<file path="config.mk">
export PLATFORM = sky130hd
export DESIGN_NAME = hazard_forward_ctrl
export DESIGN_NICKNAME = d
export VERILOG_FILES = /design/src/rtl/hazard_pkg.sv /design/src/rtl/hazard_forward_ctrl_fwd_select.sv /design/src/rtl/hazard_forward_ctrl.sv
export SDC_FILE = /design/constraint.sdc
export NUM_CORES = 1
export LEC_CHECK = 0
export ABC_AREA = 1
export CORE_ASPECT_RATIO = 1.25
export CORE_UTILIZATION = 51
export CTS_CLUSTER_SIZE = 12
export DETAILED_ROUTE_END_ITERATION = 8
export GPL_ROUTABILITY_DRIVEN = 1
export GPL_TIMING_DRIVEN = 0
export PLACE_DENSITY_LB_ADDON = 0.3
export SLEW_MARGIN = 10
export SYNTH_ARGS = -nofsm -noshare
export SYNTH_HDL_FRONTEND = slang
export SYNTH_SLANG_ARGS = --single-unit
</file>
<file path="constraint.sdc">
create_clock -name clk -period 1.85 [get_ports clk]
set_clock_uncertainty 0.1 [all_clocks]
set_input_delay 0.2775 -clock clk [delete_from_list [all_inputs] [get_ports clk]]
set_output_delay 0.2775 -clock clk [all_outputs]
set_load 0.01 [all_outputs]
</file>
<file path="src/rtl/hazard_pkg.sv">
// Shared types for the hazard/forwarding controller: operand-source encoding,
// per-stage shadow record and the register-match helper.
package hazard_pkg;

  localparam int DEF_REG_AW = 5;
  localparam int DEF_CNT_W  = 16;

  typedef enum logic [1:0] {
    FWD_RF  = 2'd0,
    FWD_EX  = 2'd1,
    FWD_MEM = 2'd2,
    FWD_WB  = 2'd3
  } fwd_sel_t;

  typedef struct packed {
    logic                  valid;
    logic [DEF_REG_AW-1:0] rd;
    logic                  reg_write;
    logic                  mem_read;
  } stage_info_t;

  // x0 is hard-wired zero, so a write to it must never be forwarded.
  function automatic logic stage_hit(stage_info_t s, logic [DEF_REG_AW-1:0] rs, logic used);
    return s.valid && s.reg_write && (s.rd == rs) && (rs != '0) && used;
  endfunction

endpackage

</file>
<file path="src/rtl/hazard_forward_ctrl_fwd_select.sv">
// Priority compare of one source register against the EX/MEM/WB shadow entries.
module fwd_select
  import hazard_pkg::*;
(
  input  logic [DEF_REG_AW-1:0] i_rs,
  input  logic                  i_rs_used,
  input  stage_info_t           i_ex,
  input  stage_info_t           i_mem,
  input  stage_info_t           i_wb,
  output fwd_sel_t              o_sel,
  output logic                  o_ex_hit
);

  logic w_ex_hit;
  logic w_mem_hit;
  logic w_wb_hit;

  assign w_ex_hit  = stage_hit(i_ex,  i_rs, i_rs_used);
  assign w_mem_hit = stage_hit(i_mem, i_rs, i_rs_used);
  assign w_wb_hit  = stage_hit(i_wb,  i_rs, i_rs_used);

  // Youngest producer wins so the operand sees the most recent value.
  always_comb begin
    o_sel = FWD_RF;
    if (w_ex_hit)       o_sel = FWD_EX;
    else if (w_mem_hit) o_sel = FWD_MEM;
    else if (w_wb_hit)  o_sel = FWD_WB;
  end

  assign o_ex_hit = w_ex_hit;

endmodule

</file>
<file path="src/rtl/hazard_forward_ctrl.sv">
// Hazard and forwarding controller: shadow EX/MEM/WB destination info drives
// operand mux selects, load-use stalls, branch flushes and a stall counter.
module hazard_forward_ctrl
  import hazard_pkg::*;
#(
  parameter int REG_AW = DEF_REG_AW,
  parameter int CNT_W  = DEF_CNT_W
) (
  input  logic              clk,
  input  logic              reset,
  input  logic              id_valid,
  input  logic [REG_AW-1:0] id_rs1,
  input  logic [REG_AW-1:0] id_rs2,
  input  logic              id_rs1_used,
  input  logic              id_rs2_used,
  input  logic [REG_AW-1:0] id_rd,
  input  logic              id_reg_write,
  input  logic              id_mem_read,
  input  logic              ex_branch_taken,
  output logic [1:0]        fwd_a_sel,
  output logic [1:0]        fwd_b_sel,
  output logic              pc_write,
  output logic              ifid_write,
  output logic              ifid_flush,
  output logic              idex_bubble,
  output logic [CNT_W-1:0]  stall_count
);

  stage_info_t      r_ex;
  stage_info_t      r_mem;
  stage_info_t      r_wb;
  logic [CNT_W-1:0] r_stall_count;

  fwd_sel_t w_sel_a;
  fwd_sel_t w_sel_b;
  logic     w_ex_hit_a;
  logic     w_ex_hit_b;
  logic     w_load_use;
  logic     w_pc_write;
  logic     w_ifid_write;
  logic     w_ifid_flush;
  logic     w_idex_bubble;

  fwd_select u_fwd_a (
    .i_rs      (id_rs1),
    .i_rs_used (id_rs1_used & id_valid),
    .i_ex      (r_ex),
    .i_mem     (r_mem),
    .i_wb      (r_wb),
    .o_sel     (w_sel_a),
    .o_ex_hit  (w_ex_hit_a)
  );

  fwd_select u_fwd_b (
    .i_rs      (id_rs2),
    .i_rs_used (id_rs2_used & id_valid),
    .i_ex      (r_ex),
    .i_mem     (r_mem),
    .i_wb      (r_wb),
    .o_sel     (w_sel_b),
    .o_ex_hit  (w_ex_hit_b)
  );

  assign w_load_use = id_valid && r_ex.mem_read && (w_ex_hit_a || w_ex_hit_b);

  // A taken branch squashes the ID instruction, so it overrides any stall.
  always_comb begin
    w_pc_write    = 1'b1;
    w_ifid_write  = 1'b1;
    w_ifid_flush  = 1'b0;
    w_idex_bubble = 1'b0;
    if (ex_branch_taken) begin
      w_ifid_flush  = 1'b1;
      w_idex_bubble = 1'b1;
    end else if (w_load_use) begin
      w_pc_write    = 1'b0;
      w_ifid_write  = 1'b0;
      w_idex_bubble = 1'b1;
    end
  end

  always_ff @(posedge clk or posedge reset) begin
    if (reset) begin
      r_ex  <= '0;
      r_mem <= '0;
      r_wb  <= '0;
    end else begin
      r_wb  <= r_mem;
      r_mem <= r_ex;
      if (id_valid && !w_idex_bubble) begin
        r_ex.valid     <= 1'b1;
        r_ex.rd        <= id_rd;
        r_ex.reg_write <= id_reg_write;
        r_ex.mem_read  <= id_mem_read;
      end else begin
        r_ex <= '0;
      end
    end
  end

  always_ff @(posedge clk or posedge reset) begin
    if (reset) begin
      r_stall_count <= '0;
    end else if (w_load_use && !ex_branch_taken && (r_stall_count != {CNT_W{1'b1}})) begin
      r_stall_count <= r_stall_count + CNT_W'(1);
    end
  end

  assign fwd_a_sel   = w_sel_a;
  assign fwd_b_sel   = w_sel_b;
  assign pc_write    = w_pc_write;
  assign ifid_write  = w_ifid_write;
  assign ifid_flush  = w_ifid_flush;
  assign idex_bubble = w_idex_bubble;
  assign stall_count = r_stall_count;

endmodule

</file>
### Word-level counts from Yosys, hierarchy flattened

Cells that the tools add are included.

* word-level logic and storage cells: 64
* register bits: 38
* output and inout port bits: 24
* bits of input ports: 23

* bitwise operators: 2
* add/sub/neg operators: 1
* muxes and demuxes: 12
* reductions and logical operators: 31
* equal/unequal tests: 7

Operators by type and width (number)
* $eq 5x5->1: 6
* $logic_and 1x1->1: 26
* $add 16x1->16 const B: 1
* $ne 16x16->1 const B: 1
* $mux 2: 6
* $reduce_bool 5->1: 2
* $mux 8: 1
* $mux 1: 5
* $and 1x1->1: 2
* $logic_not 1->1: 2
* $logic_or 1x1->1: 1

### Logic depth before layout (Yosys ltp)

Gate-level depths: netlist of the first run.

* depth after elaboration: 11
* gate-level depth with buffers: 12
* depth with buffers taken out: 11

### Modules after synthesis

From an unflattened synthesis of the first run, not the netlist that was laid out.

* cell total of the unflattened synthesis: 333
* area, all modules: 2403.6 sq um

Modules (own cells, without submodules)
* hazard_forward_ctrl: area an instance 1755.4 sq um, times used 1, cells each 199
* fwd_select: area an instance 324.1 sq um, times used 2, cells each 67

### Worst setup path after synthesis of the first run

OpenSTA, ideal clock, no wires.

* path type: reg-to-reg
* start: register r_stall_count[0] (netlist: stall_count[0])
* end: register r_stall_count[8] (netlist: stall_count[8])
* slack: 118 ps
* clock period less this slack: 1732 ps
* buffers on the path: 1
* required time: 1634 ps
* data arrival time: 1516 ps
* cell stages (with the launch flop): 10
* path through: dfrtp_1 -> ha_1 -> nand3_1 -> nor2_2 -> nand4_2 -> clkinv_1 -> nor2_8 -> buf_12 -> nand2_2 -> nand2_1

* longest elaborated chain between the ends: 2
* elaborated cells on any way between the ends: 3
* those cells by class: add/sub (1); eq/ne (1); reduce/logical (1)

RTL lines
* start, declared: RTL line hazard_forward_ctrl.sv:32 `logic [CNT_W-1:0] r_stall_count;`
* start signal, assigned: RTL line hazard_forward_ctrl.sv:105 `r_stall_count <= r_stall_count + CNT_W'(1);`
* parallel branches: the longest is 2 deep, another holds $add 16x1->16

Parallel ways; which one is timed is not known.
A chain may end at the register's enable or synchronous reset.

### Worst setup path after layout of the first run

* start: register r_ex[3] (netlist name)
* end: output pc_write

* longest elaborated chain between the ends: 8
* elaborated cells on any way between the ends: 12
* those cells by class: eq/ne (2); mux (2); reduce/logical (8)

RTL lines
* start, declared: RTL line hazard_forward_ctrl.sv:29 `stage_info_t r_ex;`
* $eq 5x5->1: RTL line hazard_pkg.sv:24 `return s.valid && s.reg_write && (s.rd == rs) && (rs != '0) && used;`
* $logic_and 1x1->1 (3 in a row): RTL line hazard_pkg.sv:24
* $logic_or 1x1->1 (*): RTL line hazard_forward_ctrl.sv:64 `assign w_load_use = id_valid && r_ex.mem_read && (w_ex_hit_a || w_ex_hit_b);`
* $logic_and 1x1->1 (*): RTL line hazard_forward_ctrl.sv:64
* $mux 1 (*): RTL line hazard_forward_ctrl.sv:75 `end else if (w_load_use) begin`
* $mux 1 (*): RTL line hazard_forward_ctrl.sv:72 `if (ex_branch_taken) begin`
* end, declared: RTL line hazard_forward_ctrl.sv:22 `output logic pc_write,`

Every way passes the cells marked *; elsewhere a longest branch is shown, timed or not.

==> impl_metrics.tcl, run 1 <==
set metrics [dict create \
    grt_pass1_wl_mm 9.18 \
    syn_area_per_cell_um2 7.99 \
    ff2ff_path_depth 12 \
    end_kind "primary output" \
    clkTransAtPathRegs_ns 0.08 \
    port_buffers 46 \
    drtIter0Drc 134 \
    cap_violations 0 \
    clock_latency_ns 0.29 \
    violations "setup timing" \
    yosysWarnings 0 \
    clkSinkCount 38 \
    pin_count 47 \
    post-route-util_pct 74.3 \
    synth.largest_area_cell "dfrtp_1" \
    slew_headroom_pct 46.5 \
    syn_nets 303 \
    cts_buffers 5 \
    ys_types 30 \
    synthFlopType "dfrtp_1" \
    via_per_inst 5.09 \
    routabilityCongestion 0.871 \
    drc 0 \
    hold_buffers 0 \
    final_hold_viol_count 0 \
    start_util_pct 53.9 \
    fill_cells 341 \
    powerDensity_nw_per_um2 621 \
    synthArstFlopShare_pct 100 \
    root_buffer "clkbuf_8" \
    first_pass_iters 4 \
    grt_usage_pct 27.1 \
    synth.area.top_cells "dfrtp_1 (43%), nand2_1 (14%), xnor2_1 (9.4%), inv_1 (5.1%), nor2_1 (5.1%)" \
    ant_nets 0 \
    synth_seq_cells 38 \
    cts_max_level 2 \
    status "complete, but fails checks" \
    area_growth_pct 37.7 \
    die_height_um 75.9 \
    nNetsFinal 368 \
    hold_depth 0 \
    drive_gt1_share_pct 21.7 \
    cts_tree "done" \
    vias 2043 \
    leakage_nw 1.48 \
    min_period_ns 2.02 \
    grt_max_degree 39 \
    reg2reg_slack_ns -0.13 \
    antenna_found_initial 0 \
    hold_path_class "flip-flop to flip-flop" \
    synth_top_area_share_pct 42.7 \
    fp.dieW_um 61.1 \
    setup_ws_ns -0.167 \
    fmax_mhz 496 \
    insertedDiodeCount 0 \
    clock_path_buffers 2 \
    fin_crit_sh_pct 109 \
    setup_viol 23 \
    grt_overflow 0 \
    row_count 26 \
    synth_area_um2 2230 \
    post_drt_wl_per_cell_um 14.4 \
    rsz0062_at_grt "true" \
    die-area_um2 4640 \
    worst_pin_slew_ns 0.801 \
    drt_wl_total_mm 5.78 \
    critPathKind "flip-flop to primary output" \
    worst_setup_path_start_kind "flip-flop" \
    core_area_um2 4130 \
    maxSlewViolCount 0 \
    whs_ns 0.275 \
    cp.arrival_ns 1.64 \
    netlist_instances 279 \
    synth_edf_count 0 \
    worstPathRequired_ns 1.47 \
    dp_hpwl_mm 3.72 \
    cp_max_fo 3 \
    peakVddDrop_v 0.000727 \
    ys_seq_area_share_pct 42.7 \
    grt_pass1_vias 2078 \
]
## cells by family after synthesis
kind of cell	count (synthesis)	share of synthesized area, %
and+or+nand+nor	159	33.4
buffers and inverters	38	7.52
DFF	38	42.7
xor gates and xnor gates	34	13.4
AOI/OAI and AO/OA	9	2.53
adders and majority gates	1	0.561
## worst max-delay path: stages (launching register included)
cell,delay [ns]
dfrtp_2,0.46
xnor2_4,0.21
nand2_1,0.07
nor2_1,0.11
nand2_2,0.09
nand2_4,0.10
nand3_4,0.08
buf_6,0.12
buf_6,0.11
## cell type report
cell class	instances	area [um2]	share of cell area (%)
multi-input cells	203	1200	39.1
flip-flops and latches	38	952	31.0
repair buffers	59	543	17.7
inverters	34	128	4.16
well taps	56	70.1	2.28
clock buffers	5	68.8	2.24
clock inverters	3	68.8	2.24
plain buffers	3	38.8	1.26
## metal layers
layer	vias to the layer above	routed length (um)	global-route usage [%]
met1	955	2110	28.7
met4	0	299	16.4
met3	21	228	4.95
met5	-	0	0
met2	78	3150	47.1
li1	989	-	-
## metrics by stage
stage	power, W	instance area, um2	worst slack [ns]	setup TNS [ns]	instances
2_1_floorplan	0.000968	2230	0.118	0	279
3_3_place_gp	0.00105	2760	-0.717	-17.49	381
3_5_place_dp	0.00106	2760	-0.725	-11.32	381
4_1_cts	0.00191	2950	-0.110	-0.422	396
5_1_grt	0.00198	3070	-0.237	-4.17	401
6_report	0.00191	3070	-0.167	-2.22	401
## worst paths after layout
path	start	end
setup / recovery	r_ex[3]	pc_write
hold / removal	r_mem[1]	r_wb[1]
setup reg to reg	r_ex[3]	stall_count[8]
hold reg to reg	r_mem[1]	r_wb[1]
max in group asynchronous	reset	r_ex[3]
min in group asynchronous	reset	r_ex[1]
## state kept, by name, summed over array words and instances, names as in the netlist
register	count
r_ex	8
r_wb	7
r_mem	7
stall_count	16
## cells in the final DEF (no fill, tap or decap), types with 2 or more instances in the layout
master and instances:
buf_4 9, nor3_2 2, xnor2_1 22, bufinv_16 2, clkbuf_8 5, nand2_1 80, a21oi_2 2, nand3b_1 2
nand2_2 16, nor2_1 26, nand3_1 10, inv_2 6, dfrtp_1 37, nor3_1 3, o21ai_0 2, xor2_1 10
buf_6 6, nand4_1 6, inv_1 27, buf_2 6, o21a_1 2, dlygate4sd2_1 11, clkdlybuf4s50_1 26, xnor2_4 2
nor2_2 5
## timing repair
action                     4_1_cts  5_1_grt
gates cloned                     0        1
pin swaps                        9       10
setup endpoints to repair       19       19
buffers inserted                 8        4
gates resized for setup         56       17
## where the power goes
part | total, W | switching [W] | internal [W]
Clock | 0.000853 | 0.000313 | 0.000540
Sequential | 0.000866 | 0.0000170 | 0.000849
Combinational | 0.000186 | 0.0000976 | 0.0000882
Total | 0.00191 | 0.000428 | 0.00148
## cell usage after synthesis (2+ instances only)
library cell / number
o21ai_0: 3
nor3_1: 5
buf_4: 2
nor2_1: 30
dfrtp_1: 38
inv_1: 30
inv_2: 3
nor2_2: 2
nand4_1: 6
a21oi_1: 2
nand3b_1: 2
nand2_2: 12
nand2_1: 84
nand3_1: 11
o21a_1: 2
xor2_1: 10
xnor2_1: 24
Power figures use the tool's default switching activity.
==> run 2, diff against run 1 <==
--- a/config.mk
+++ b/config.mk
@@ -7,10 +7,11 @@
 export LEC_CHECK = 0
 export ABC_AREA = 1
 export CORE_ASPECT_RATIO = 1.25
-export CORE_UTILIZATION = 51
+export CORE_UTILIZATION = 47
+export CTS_CLUSTER_DIAMETER = 40
 export CTS_CLUSTER_SIZE = 12
 export DETAILED_ROUTE_END_ITERATION = 8
-export GPL_ROUTABILITY_DRIVEN = 1
+export GPL_ROUTABILITY_DRIVEN = 0
 export GPL_TIMING_DRIVEN = 0
 export PLACE_DENSITY_LB_ADDON = 0.3
 export SLEW_MARGIN = 10
==> run 2 against run 1 <==
Compared with the run above:
- the run still ends with setup timing left
- total power decreased by 0.83%
- cell area down 1.6%
- die area is 8.3% higher
- setup slack improved by 0.057 ns
- first-iteration DRC count fell by 25%
- register-to-register slack improved by 0.06 ns
- critical endpoint is now fwd_a_sel[0]
- worst hold slack improved by 0.0022 ns
- sequential share of layout area up 0.56 points
- core utilization shrank 7.1 points
- combinational power down 8%
- sequential cell count unchanged
- non-clock buffer count decreased by 3
==> impl_metrics.tcl, run 2 (synthesis gave the netlist of run 1 again) <==
set metrics [dict create \
    nNetsFinal 365 \
    end_kind "primary output" \
    hold_path_class "flip-flop to flip-flop" \
    met2_usage_pct 40.7 \
    setup_tns_ns -1.04 \
    die-area_um2 5020 \
    cts_tree "done" \
    min_period_ns 1.96 \
    whs_ns 0.277 \
    grt_max_degree 39 \
    cap_violations 0 \
    clock_latency_ns 0.30 \
    final_hold_viol_count 0 \
    grt.busiest_layer "met2" \
    via_per_inst 4.89 \
    start_util_pct 49.6 \
    grt_overflow 0 \
    cp_max_fo 3 \
    status "complete, but fails checks" \
    fmax_mhz 510 \
    grt_use_met3_pct 4.89 \
    clock_path_buffers 2 \
    critPathKind "flip-flop to primary output" \
    pin_count 47 \
    violations "setup timing" \
    row_count 27 \
    worst_setup_path_start_kind "flip-flop" \
    drtIter0Drc 101 \
    grt_pass1_vias 1889 \
    leakage_nw 1.47 \
    dp_hpwl_mm 3.59 \
    vias 1956 \
    placed_cells 383 \
    core_area_um2 4490 \
    drt_wl_total_mm 5.04 \
    post_drt_wl_per_cell_um 12.6 \
    rsz0062_at_grt "true" \
    grt_pass1_wl_mm 8.25 \
    first_pass_iters 4 \
    largest_register_ffs 16 \
    insertedDiodeCount 0 \
    ant_nets 0 \
    layout_common_cells "nand2_1 (79), dfrtp_1 (36), nor2_1 (27), inv_1 (27), clkdlybuf4s50_1 (26)" \
    area_growth_pct 35.4 \
    root_buffer "clkbuf_8" \
    grt_usage_pct 21.5 \
    drc 0 \
    cp.arrival_ns 1.58 \
    hold_depth 0 \
    ff2ff_path_depth 12 \
    clkSinkCount 38 \
    cts_buffers 5 \
    die_height_um 79.0 \
    slew_headroom_pct 48.3 \
    fin_crit_sh_pct 106 \
    drive_gt1_share_pct 21.1 \
    post-route-util_pct 67.2 \
    maxSlewViolCount 0 \
    clkTransAtPathRegs_ns 0.08 \
    port_buffers 46 \
    mostFrequentLayoutCell "nand2_1" \
    fp.dieW_um 63.6 \
    cts_max_level 2 \
    peakVddDrop_v 0.000601 \
    total_power_w 0.00189 \
    antenna_found_initial 0 \
    setup_viol 22 \
    worst_pin_slew_ns 0.774 \
    met1_usage_pct 22.6 \
    worstPathRequired_ns 1.47 \
    setup_ws_ns -0.110 \
    fin_cells 400 \
    powerDensity_nw_per_um2 626 \
]
[run 2: cell types whose count changed in the layout (fill, tap and decap cells not counted), sizes merged]
cell / previous run / this run
clkdlybuf4s15: 1 / 2
inv: 33 / 34
buf: 22 / 19
clkinv: 2 / 1
clkbuf: 7 / 6
[run 2: area by class of cell]
cell class	count	area [um2]
Fill cell	389	1480
Multi-Input combinational cell	203	1160
Sequential cell	38	953
Timing Repair Buffer	56	524
Inverter	34	128
Tap cell	58	72.6
Clock buffer	5	68.8
Clock inverter	3	68.8
Buffer	3	38.8
[run 2: per-stage QoR]
stage | setup slack [ns] | cell area (um2)
finish | -0.110 | 3020
global route | -0.217 | 3020
CTS | -0.107 | 2940
detailed placement | -0.749 | 2760
global placement | -0.717 | 2760
floorplan | 0.118 | 2230
[run 2: report_power, final]
part	switching (W)	total [W]	internal, W
Combinational	0.0000894	0.000171	0.0000820
Sequential	0.0000171	0.000866	0.000849
Clock	0.000312	0.000852	0.000540
[run 2: final timing paths]
| check | to | from | slack (ns) |
|---|---|---|---|
| min in group asynchronous | stall_count[2] | reset | 0.34 |
| worst min-delay path | r_wb[7] | r_mem[7] | 0.28 |
| max in group asynchronous | stall_count[0] | reset | 0.75 |
| worst min register to register | r_wb[7] | r_mem[7] | 0.28 |
| worst max-delay path | fwd_a_sel[0] | r_wb[4] | -0.11 |
| worst max register to register | stall_count[6] | r_ex[4] | -0.07 |
[run 2: worst max-delay path: stages (launching register included)]
cell     delay [ns]
dfrtp_1        0.41
xnor2_1        0.21
nand4_1        0.20
o31ai_2        0.30
buf_2          0.17
[run 2: routing by layer]
metal	vias to the layer above	wire, um
met5	-	0
met4	0	87
met3	8	209
met2	46	2710
met1	922	2030
li1	980	-
[run 2: timing repair]
item                                    in CTS  in global routing
endpoints found under the setup margin      24                 23
pin swaps                                   17                  6
gates cloned                                 0                  1
hold endpoints to repair                     0                  0
hold buffers                                 0                  0
resized for setup                           62                  8
buffers inserted                             5                  4
==> run 3, diff against run 2 <==
--- a/config.mk
+++ b/config.mk
@@ -8,11 +8,14 @@
 export ABC_AREA = 1
 export CORE_ASPECT_RATIO = 1.25
 export CORE_UTILIZATION = 47
+export CTS_BUF_LIST = sky130_fd_sc_hd__clkbuf_4 sky130_fd_sc_hd__clkbuf_8 sky130_fd_sc_hd__clkbuf_16
 export CTS_CLUSTER_DIAMETER = 40
 export CTS_CLUSTER_SIZE = 12
 export DETAILED_ROUTE_END_ITERATION = 8
+export DONT_BUFFER_PORTS = 1
 export GPL_ROUTABILITY_DRIVEN = 0
 export GPL_TIMING_DRIVEN = 0
+export MAX_ROUTING_LAYER = met4
 export PLACE_DENSITY_LB_ADDON = 0.3
 export SLEW_MARGIN = 10
 export SYNTH_ARGS = -nofsm -noshare
==> run 3 against run 2 <==
Compared with the run above:
- the flow still finishes with violations (setup timing)
- non-clock buffer count down 38
- combinational power down 27%
- die area unchanged
- setup slack better by 0.037 ns
- clock power shrank 30%
- register-to-register slack better by 0.11 ns
- highest routed layer unchanged
- critical path type unchanged
- sequential cell count stayed put
- fmax grew 1.9%
==> impl_metrics.tcl, run 3 (synthesis gave the netlist of run 1 again) <==
set metrics [dict create \
    first_pass_iters 4 \
    grt_usage_pct 20.7 \
    maxSlewViolCount 0 \
    place_ws_ns -0.226 \
    largest_register_ffs 16 \
    drc 0 \
    worst_setup_path_start_kind "flip-flop" \
    via_per_inst 4.96 \
    dp_hpwl_mm 3.45 \
    layout_common_cells "nand2_1 (76), dfrtp_1 (33), inv_1 (29)" \
    leakage_nw 1.30 \
    drt_wl_total_mm 4.94 \
    violations "setup timing" \
    final_hold_viol_count 0 \
    cts_buffers 5 \
    pin_count 47 \
    die_height_um 79.0 \
    grt_max_degree 39 \
    antenna_found_initial 0 \
    drtIter0Drc 93 \
    min_period_ns 1.92 \
    fmax_mhz 520 \
    worstPathRequired_ns 1.47 \
    grt_pass1_vias 1669 \
    fp.dieW_um 63.6 \
    post_drt_wl_per_cell_um 13.6 \
    powerDensity_nw_per_um2 597 \
    ant_nets 0 \
    setup_ws_ns -0.0734 \
    setup_viol 2 \
    hold_path_class "input port to flip-flop" \
    nNetsFinal 327 \
    clock_path_buffers 2 \
    slew_headroom_pct 47.5 \
    status "complete, but fails checks" \
    reg2reg_slack_ns 0.04 \
    end_kind "primary output" \
    post-route-util_pct 59.3 \
    row_count 27 \
    clock_latency_ns 0.29 \
    vias 1796 \
    grt_overflow 0 \
    start_util_pct 49.6 \
    drive_gt1_share_pct 23.0 \
    worst_pin_slew_ns 0.787 \
    mostFrequentLayoutCell "nand2_1" \
    area_growth_pct 19.5 \
    core_area_um2 4490 \
    cts_tree "done" \
    fin_cells 362 \
    clkTransAtPathRegs_ns 0.08 \
    total_power_w 0.00159 \
    cap_violations 0 \
    post_dp_cell_area_um2 2300 \
    insertedDiodeCount 0 \
    fill_cells 401 \
    placed_cells 337 \
    clkSinkCount 38 \
    port_buffers 0 \
    finish.instance_area_um2 2660 \
    cp.arrival_ns 1.55 \
    root_buffer "clkbuf_8" \
    fin_crit_sh_pct 104 \
    cts_max_level 2 \
    critPathKind "flip-flop to primary output" \
    peakVddDrop_v 0.000477 \
    rsz0062_at_grt "true" \
    cp_max_fo 3 \
    die-area_um2 5020 \
    grt_pass1_wl_mm 7.59 \
]
[run 3: cell types whose count changed in the layout (fill, tap and decap cells not counted), sizes merged]
| cell | previous run | this run |
|---|---|---|
| buf | 19 | 13 |
| bufinv | 2 | 0 |
| clkdlybuf4s15 | 2 | 0 |
| clkdlybuf4s50 | 26 | 0 |
| clkinvlp | 0 | 1 |
| dlygate4sd2 | 11 | 0 |
| dlygate4sd3 | 0 | 8 |
[run 3: worst max-delay path, cell delays in order (launching register included)]
cell and delay, ns:
dfrtp_1 0.42, xnor2_1 0.18, nand2_1 0.09, nor2_2 0.11, nand2_2 0.09, nand2_4 0.08
nand3_4 0.12, buf_6 0.16
[run 3: per-stage QoR]
step | TNS [ns] | hold slack, ns
global placement | -1.86 | 0.255
global route | -1.01 | 0.274
detailed placement | -2.30 | 0.250
floorplan | 0 | 0.254
CTS | -0.0838 | 0.252
finish | -0.117 | 0.231
[run 3: path summary, 6_finish.rpt]
path,from,end,depth (start not counted)
min,id_valid,r_ex[4],2
max reg2reg,r_ex[3],stall_count[14],11
min in group asynchronous,reset,r_ex[2],2
max in group asynchronous,reset,stall_count[0],2
min reg2reg,r_ex[1],r_mem[1],0
max,r_ex[3],pc_write,7
[run 3: final cells by class]
class	instances	area [um2]	area share (%)
Timing Repair Buffer	17	155	5.82
Clock buffer	6	82.6	3.10
Tap cell	58	72.6	2.72
Buffer	4	50.0	1.88
Inverter	34	128	4.79
Clock inverter	2	12.5	0.470
Multi-Input combinational cell	203	1210	45.3
Sequential cell	38	957	35.9
[run 3: where the power goes]
group	internal (W)	total (W)	switching, W
Combinational	0.0000562	0.000125	0.0000691
Clock	0.000299	0.000598	0.000299
Sequential	0.000849	0.000866	0.0000167
Total	0.00120	0.00159	0.000385
[run 3: layer usage]
metal / global-route usage (%) / up-vias / part of all wire, % / wire, um
li1: - / 902 / - / -
met1: 21.0 / 834 / 38 / 1860
met2: 37.2 / 50 / 55 / 2720
met3: 6.18 / 10 / 5.5 / 274
met4: 7.95 / 0 / 1.9 / 94
met5: - / - / 0 / 0
[run 3: repair_timing]
| item | 4_1_cts | 5_1_grt |
|---|---|---|
| buffers inserted | 3 | 5 |
| setup endpoints to repair | 20 | 18 |
| resized for setup | 10 | 27 |
| gates cloned | 0 | 1 |
| hold endpoints to repair | 45 | 0 |
| pin swaps | 6 | 6 |
| hold buffers | 8 | 0 |
